$ cat src/rtl/alu_pkg.sv
// Shared op codes and controller state encoding for seq_alu and seq_muldiv.
package alu_pkg;

   localparam logic [3:0] ALU_ADD  = 4'b0000;
   localparam logic [3:0] ALU_SUB  = 4'b0001;
   localparam logic [3:0] ALU_AND  = 4'b0010;
   localparam logic [3:0] ALU_OR   = 4'b0011;
   localparam logic [3:0] ALU_XOR  = 4'b0100;
   localparam logic [3:0] ALU_XNOR = 4'b0101;
   localparam logic [3:0] ALU_SLT  = 4'b0110;
   localparam logic [3:0] ALU_MUL  = 4'b1000;
   localparam logic [3:0] ALU_DIV  = 4'b1001;

   typedef enum logic [1:0] {IDLE, MUL, DIV} state_e;

endpackage

$ cat src/rtl/seq_muldiv.sv
// Iterative unsigned shift-add multiplier / restoring divider, one bit per cycle.
// Divider path only present when SEQ_ALU_DIV_EN is defined.
module seq_muldiv
   import alu_pkg::*;
#(
   parameter int unsigned WIDTH = 16
) (
   input  logic             clk,
   input  logic             rst,
   input  logic             go,
`ifdef SEQ_ALU_DIV_EN
   input  logic             is_div,
`endif
   input  logic [WIDTH-1:0] a,
   input  logic [WIDTH-1:0] b,
   output logic             fin,
   output logic [WIDTH-1:0] res_lo,
   output logic [WIDTH-1:0] res_hi
);

   localparam int unsigned CW = $clog2(WIDTH);
`ifdef SEQ_ALU_DIV_EN
   localparam int unsigned AW = WIDTH + 2;
`else
   localparam int unsigned AW = WIDTH + 1;
`endif

   logic [WIDTH-1:0] acc_q, acc_d, lo_q, lo_d, b_q, b_d;
   logic [CW-1:0]    cnt_q, cnt_d;
   logic [WIDTH-1:0] cur_acc, cur_lo;
   logic [AW-1:0]    add_a, add_b, sum;
   logic             add_cin;
`ifdef SEQ_ALU_DIV_EN
   logic             div_q, div_d, cur_div, ge;
`endif

   assign fin = (cnt_q == CW'(WIDTH - 1));

   // The first step runs on the accept edge straight from the operands, so the
   // final step lands exactly WIDTH edges after go.
   always_comb begin
      cur_acc = go ? '0 : acc_q;
      cur_lo  = go ? a  : lo_q;
      b_d     = go ? b  : b_q;
      add_a   = AW'(cur_acc);
      add_b   = cur_lo[0] ? AW'(b_d) : '0;
      add_cin = 1'b0;
`ifdef SEQ_ALU_DIV_EN
      div_d   = go ? is_div : div_q;
      cur_div = div_d;
      if (cur_div) begin
         add_a   = {1'b0, cur_acc, cur_lo[WIDTH-1]};
         add_b   = ~AW'(b_d);
         add_cin = 1'b1;
      end
`endif
      sum    = add_a + add_b + AW'(add_cin);
      acc_d  = sum[WIDTH:1];
      lo_d   = {sum[0], cur_lo[WIDTH-1:1]};
`ifdef SEQ_ALU_DIV_EN
      ge = ~sum[AW-1];
      if (cur_div) begin
         acc_d = ge ? sum[WIDTH-1:0] : {cur_acc[WIDTH-2:0], cur_lo[WIDTH-1]};
         lo_d  = {cur_lo[WIDTH-2:0], ge};
      end
`endif
      if (go) begin
         cnt_d = CW'(1);
      end else if (cnt_q != '0) begin
         cnt_d = fin ? '0 : cnt_q + CW'(1);
      end else begin
         cnt_d = cnt_q;
      end
      res_lo = lo_d;
      res_hi = acc_d;
   end

   always_ff @(posedge clk) begin
      if (rst) begin
         acc_q <= '0;
         lo_q  <= '0;
         b_q   <= '0;
         cnt_q <= '0;
`ifdef SEQ_ALU_DIV_EN
         div_q <= 1'b0;
`endif
      end else begin
         cnt_q <= cnt_d;
         if (go || cnt_q != '0) begin
            acc_q <= acc_d;
            lo_q  <= lo_d;
            b_q   <= b_d;
`ifdef SEQ_ALU_DIV_EN
            div_q <= div_d;
`endif
         end
      end
   end

endmodule

$ cat src/rtl/seq_alu.sv
// Multi-cycle execute-stage ALU: registered single-cycle ops plus iterative MUL/DIV.
// DIV support is compiled in only when SEQ_ALU_DIV_EN is defined.
module seq_alu
   import alu_pkg::*;
#(
   parameter int unsigned WIDTH = 16
) (
   input  logic             clk,
   input  logic             rst,
   input  logic             start,
   input  logic [3:0]       aluoperation,
   input  logic [WIDTH-1:0] data1,
   input  logic [WIDTH-1:0] data2,
   output logic [WIDTH-1:0] result,
   output logic [WIDTH-1:0] hi,
   output logic             zero,
   output logic             lt,
   output logic             gt,
   output logic             busy,
   output logic             done
);

   state_e           state_q, state_d;
   logic [WIDTH-1:0] result_q, result_d, hi_q, hi_d, alu_res;
   logic [2:0]       flags_q, flags_d, pend_q, pend_d, cmp;
   logic             done_q, done_d;
   logic             md_go, md_fin;
   logic [WIDTH-1:0] md_lo, md_hi;
`ifdef SEQ_ALU_DIV_EN
   logic             md_is_div;
`endif

   seq_muldiv #(
      .WIDTH (WIDTH)
   ) u_muldiv (
      .clk    (clk),
      .rst    (rst),
      .go     (md_go),
`ifdef SEQ_ALU_DIV_EN
      .is_div (md_is_div),
`endif
      .a      (data1),
      .b      (data2),
      .fin    (md_fin),
      .res_lo (md_lo),
      .res_hi (md_hi)
   );

   // {zero, lt, gt}
   assign cmp = {data1 == data2, data1 < data2, data1 > data2};

   always_comb begin
      unique case (aluoperation)
         ALU_SUB:  alu_res = data1 - data2;
         ALU_AND:  alu_res = data1 & data2;
         ALU_OR:   alu_res = data1 | data2;
         ALU_XOR:  alu_res = data1 ^ data2;
         ALU_XNOR: alu_res = ~(data1 ^ data2);
         ALU_SLT:  alu_res = {{(WIDTH-1){1'b0}}, data1 < data2};
         default:  alu_res = data1 + data2;
      endcase
   end

   always_comb begin
      state_d  = state_q;
      result_d = result_q;
      hi_d     = hi_q;
      flags_d  = flags_q;
      pend_d   = pend_q;
      done_d   = 1'b0;
      md_go    = 1'b0;
`ifdef SEQ_ALU_DIV_EN
      md_is_div = 1'b0;
`endif
      unique case (state_q)
         IDLE: begin
            if (start) begin
               if (aluoperation == ALU_MUL) begin
                  md_go   = 1'b1;
                  pend_d  = cmp;
                  state_d = MUL;
               end
`ifdef SEQ_ALU_DIV_EN
               else if (aluoperation == ALU_DIV) begin
                  if (data2 != '0) begin
                     md_go     = 1'b1;
                     md_is_div = 1'b1;
                     pend_d    = cmp;
                     state_d   = DIV;
                  end else begin
                     result_d = '1;
                     hi_d     = data1;
                     flags_d  = cmp;
                     done_d   = 1'b1;
                  end
               end
`endif
               else begin
                  result_d = alu_res;
                  hi_d     = '0;
                  flags_d  = cmp;
                  done_d   = 1'b1;
               end
            end
         end
         MUL, DIV: begin
            // Flags were captured at accept because the operands are consumed by iteration.
            if (md_fin) begin
               result_d = md_lo;
               hi_d     = md_hi;
               flags_d  = pend_q;
               done_d   = 1'b1;
               state_d  = IDLE;
            end
         end
         default: state_d = IDLE;
      endcase
   end

   always_ff @(posedge clk) begin
      if (rst) begin
         state_q  <= IDLE;
         result_q <= '0;
         hi_q     <= '0;
         flags_q  <= '0;
         pend_q   <= '0;
         done_q   <= 1'b0;
      end else begin
         state_q  <= state_d;
         result_q <= result_d;
         hi_q     <= hi_d;
         flags_q  <= flags_d;
         pend_q   <= pend_d;
         done_q   <= done_d;
      end
   end

   assign result = result_q;
   assign hi     = hi_q;
   assign zero   = flags_q[2];
   assign lt     = flags_q[1];
   assign gt     = flags_q[0];
   assign busy   = (state_q != IDLE);
   assign done   = done_q;

endmodule
$ cat config.mk
export PLATFORM = sky130hd
export DESIGN_NAME = seq_alu
export DESIGN_NICKNAME = d
export VERILOG_FILES = /design/src/rtl/alu_pkg.sv /design/src/rtl/seq_muldiv.sv /design/src/rtl/seq_alu.sv
export SDC_FILE = /design/constraint.sdc
export NUM_CORES = 1
export LEC_CHECK = 0
export BUFFER_PORTS_ARGS = -buffer_cell sky130_fd_sc_hd__buf_4
export CORE_ASPECT_RATIO = 1.2
export CORE_MARGIN = 3
export CORE_UTILIZATION = 33
export CTS_CLUSTER_DIAMETER = 50
export DETAILED_ROUTE_END_ITERATION = 12
export GPL_TIMING_DRIVEN = 0
export PLACE_DENSITY_LB_ADDON = 0.05
export SLEW_MARGIN = 15
export SYNTH_ARGS = -nofsm -noshare
export SYNTH_HDL_FRONTEND = slang
export SYNTH_SLANG_ARGS = --single-unit
$ cat constraint.sdc
create_clock -name clk -period 8.9 [get_ports clk]
set_clock_uncertainty 0.1 [all_clocks]
set_input_delay 2.67 -clock clk [delete_from_list [all_inputs] [get_ports clk]]
set_output_delay 2.67 -clock clk [all_outputs]
set_load 0.02 [all_outputs]
==> metrics.json <==
{
  "status": {
    "status": "finished, final reports clean"
  },
  "placement": {
    "post-dp-hpwl_um": 22870,
    "placement.setup.worst_slack_ns": 1.544,
    "gpl.final_weighted_congestion": 0.8927,
    "port_buffers": 74
  },
  "pwr": {
    "total_switching_power_uw": 512.9,
    "power_frac_clock_pct": 31.0,
    "power.static_leakage_uw": 0.003730,
    "worst_ir_drop_on_vdd_mv": 0.08570,
    "power.density_cell_area_mw_per_mm2": 159.9,
    "power_frac_comb_pct": 35.9,
    "power.sequential.fraction_pct": 33.1,
    "internal_power_uw": 873.7,
    "p_sw_share_pct": 36.99
  },
  "timing": {
    "number_of_hold_violations_in_the_final_report": 0,
    "unrepaired_setup_endpoints_after_global_routing": "no",
    "maxSlewViolCount": 0,
    "worst_slack_ns": 1.911,
    "worst_slew_margin_rel_pct": 27.14,
    "final_period_util_pct": 78.53,
    "timing_worst_slew_pin_value_ns": 1.085,
    "timing.setup.tns_ns": 0,
    "max_freq_mhz": 143.1,
    "timing.final.crit_period_ns": 6.989,
    "report.final.setup_viol": 0
  },
  "synth": {
    "yosys_warning_count": 0,
    "synth_top_family_by_area": "compound AO/OA/AOI/OAI gates",
    "ys.flop_type": "dfxtp_1",
    "post_synth_inst_count": 976,
    "fraction_of_the_mapped_netlist_area_in_compound_gates_pct": 28.77,
    "synthAdderAreaFrac_pct": 11.91,
    "post_synth_main_area_contributors": "dfxtp_1, ha_1, nor2_1, a21oi_1, nand2_1",
    "ys_ff_latch": 92,
    "async_reset_ff_share_pct": 0,
    "mappedNetlistArea_mm2": 0.007437,
    "synth_simple_gate_area_share_pct": 21.62,
    "syn_area_per_cell_um2": 7.620,
    "post-synth-top-count-cell": "nor2_1",
    "synth-xor-area-share_pct": 3.297,
    "number_of_enable_type_register_cells_in_the_synthesized_netlist": 0,
    "netlist.area_leader.share_pct": 24.76,
    "yosys-top-cells-count": "nor2_1, dfxtp_1, nand2_1, a21oi_1, ha_1",
    "synth_cell_type_count": 86,
    "muxShareOfSynthArea_pct": 2.978,
    "ys_seq_area_share_pct": 24.76,
    "synth_area_leader_cell": "dfxtp_1",
    "net_count_after_synthesis": 1084
  },
  "cts": {
    "htree_num_levels": 3,
    "cts-root-to-sink-buffers": 2,
    "clock_sink_count": 92,
    "clock_insertion_delay_at_the_later_pin_of_the_skew_report_ns": 0.34,
    "tritoncts_clock_tree": "built",
    "buffer_type_at_the_clock_tree_root": "clkbuf_16",
    "post-cts-setup-buffer-count": 0,
    "holdBufCountCts": 0,
    "cts_made_buffers": 9,
    "cts.repair.resized": 0,
    "cts.reportedPaths.clkPinSlew_ns": 0.07
  },
  "global_routing": {
    "grtUsageTotal_pct": 23.30,
    "initial_antenna_violation_count": 0,
    "first_pass_grt_wire_length_um": 43610,
    "grt_max_degree": 17,
    "global_route_congestion_overflow_total": 0,
    "first_global_vias": 7297
  },
  "floorplan": {
    "initial_core_util_pct": 33.92,
    "core-area_mm2": 0.02192,
    "placement_rows": 59,
    "die_x_um": 143.0,
    "num_io_pins": 76,
    "die_height_um": 170.5,
    "design.die.area_mm2": 0.02438
  },
  "critical_path": {
    "slowest_delay_ns": 0.51,
    "reg2reg_depth": 16,
    "path_delay_family": "simple AND/OR/NAND/NOR gates",
    "r2r_end": "u_muldiv.acc_q[13]$_SDFFE_PP0P_",
    "critical-path-slowest-cell": "or4_1",
    "regToRegStartpoint": "state_q[0]$_SDFFE_PP0P_",
    "crit_path_start": "aluoperation[0]",
    "startpoint_type": "input port",
    "cp.buffers_inverters": 5,
    "cp.depth": 19,
    "worst-r2r-setup-slack_ns": 4.16,
    "critical_path.endpoint_type": "register",
    "critical_path_at_ns": 7.18,
    "cp.required_ns": 9.09,
    "worst-path-max-fanout": 10,
    "critPathKind": "input port to register",
    "worstPathCellList": "buf_4 -> buf_2 -> nor3_1 -> nand3_1 -> clkbuf_1 -> clkbuf_1 -> nor2_1 -> a21oi_1 -> nor2_1 -> ha_1 -> inv_1 -> fa_1 -> nor2b_1 -> o31a_1 -> o2111ai_1 -> a31oi_1 -> a41oi_1 -> or4_1 -> nand3_1"
  },
  "run": {
    "max_cap_viol_count": 0
  },
  "hold_path": {
    "worstHoldEndpoint": "hi[15]$_SDFFE_PP0P_",
    "timing.hold.worst_path_depth": 2,
    "min_path_type": "register to register",
    "min_from": "hi[15]$_SDFFE_PP0P_"
  },
  "routing": {
    "drt_drc_violations_left": 0,
    "route.final.wire_length_um": 28570,
    "wl_per_cell_um": 21.32,
    "firstDrtPassIters": 5,
    "drtAntennaViolNets": 0,
    "route.vias.total": 7420,
    "drt-initial-drc-count": 500,
    "routed_via_density": 5.537
  },
  "layout": {
    "antennaDiodeCount": 0,
    "layout-drive-gt1-share_pct": 12.48,
    "synthToLayoutAreaGrowth_pct": 16.57,
    "finalNetCount": 1169,
    "fillerInstances": 2369
  }
}
## layout make-up
cell class | instances | area [um2] | share of cell area [%]
multi-input cells | 761 | 5100 | 58.83
flip-flops and latches | 92 | 1842 | 21.24
repair buffers | 74 | 555.5 | 6.408
well taps | 274 | 342.8 | 3.954
plain buffers | 58 | 251.5 | 2.901
inverters | 65 | 244.0 | 2.814
clock buffers | 10 | 239.0 | 2.757
clock inverters | 6 | 95.09 | 1.097
## cell families after synthesis
kind of cell / Yosys count
buffers and inverters: 123
muxes: 22
DFF: 92
AOI/OAI and AO/OA: 304
and+or+nand+nor: 338
adders and majority gates: 69
xor gates and xnor gates: 28
## state kept, by name, indices dropped and copies added, names as in the netlist
name	count
hi	16
state_q	1
done	1
u_muldiv.cnt_q	4
u_muldiv.acc_q	16
flags_q	3
result	16
pend_q	3
u_muldiv.b_q	16
u_muldiv.lo_q	16
## how the worst max path moves through the flow
stage,endpoint,slack [ns]
floorplan,u_muldiv.acc_q[13]$_SDFFE_PP0P_,2.71
global placement,u_muldiv.acc_q[13]$_SDFFE_PP0P_,1.59
detailed placement,u_muldiv.acc_q[13]$_SDFFE_PP0P_,1.54
CTS,u_muldiv.acc_q[13]$_SDFFE_PP0P_,1.88
global route,u_muldiv.acc_q[13]$_SDFFE_PP0P_,1.50
finish,u_muldiv.acc_q[13]$_SDFFE_PP0P_,1.91
## layout by cell type (no fill, tap or decap), types with 6 or more instances in the layout
master	instances
nor2_1	139
dfxtp_1	92
nand2_1	79
buf_4	76
a21oi_1	73
ha_1	66
inv_1	64
o21ai_0	45
clkbuf_1	39
a211oi_1	35
nor3_1	24
mux2i_1	21
and2_1	19
xnor2_1	17
buf_2	15
a21o_1	15
a22o_1	14
o211ai_1	14
nand3_1	13
a31oi_1	12
xor2_1	11
nor2b_1	11
a221oi_1	9
nor4_1	9
clkbuf_16	9
o21a_1	8
a221o_1	7
a22oi_1	7
nand4_1	6
o21bai_1	6
## through the flow
| stage | instance area [um2] | utilization (%) | cells | total power [uW] | hold WS (ns) |
|---|---|---|---|---|---|
| after floorplan | 7437 | - | 976 | 792.6 | 0.3273 |
| after global placement | 8335 | 38.02 | 1324 | 964.1 | 0.3299 |
| after detailed placement | 8335 | 38.02 | 1324 | 962.3 | 0.3346 |
| after CTS | 8670 | 39.54 | 1340 | 1393 | 0.3443 |
| after global routing | 8670 | 39.54 | 1340 | 1457 | 0.3723 |
| final | 8670 | 39.54 | 1340 | 1387 | 0.3378 |
## routing by layer
metal	GRT usage [%]	vias to the layer above	share of wire, %
met5	0	-	0
met4	7.979	0	3.2
met3	1.855	48	3.0
met2	41.13	160	50
met1	29.77	3530	44
li1	-	3682	-
## power groups by stage
stage          combinational, uW  clock (uW)  sequential (uW)
2_1_floorplan                320           0              472
3_3_place_gp                 496           0              468
3_5_place_dp                 494           0              468
4_1_cts                      497         437              459
5_1_grt                      542         454              461
6_report                     498         429              459
## tightest hold or removal path, cell delays in order (launching register included)
cell	delay, ns
dfxtp_1	0.31
nand2_1	0.05
nand2_1	0.04
Power figures use the tool's default switching activity.
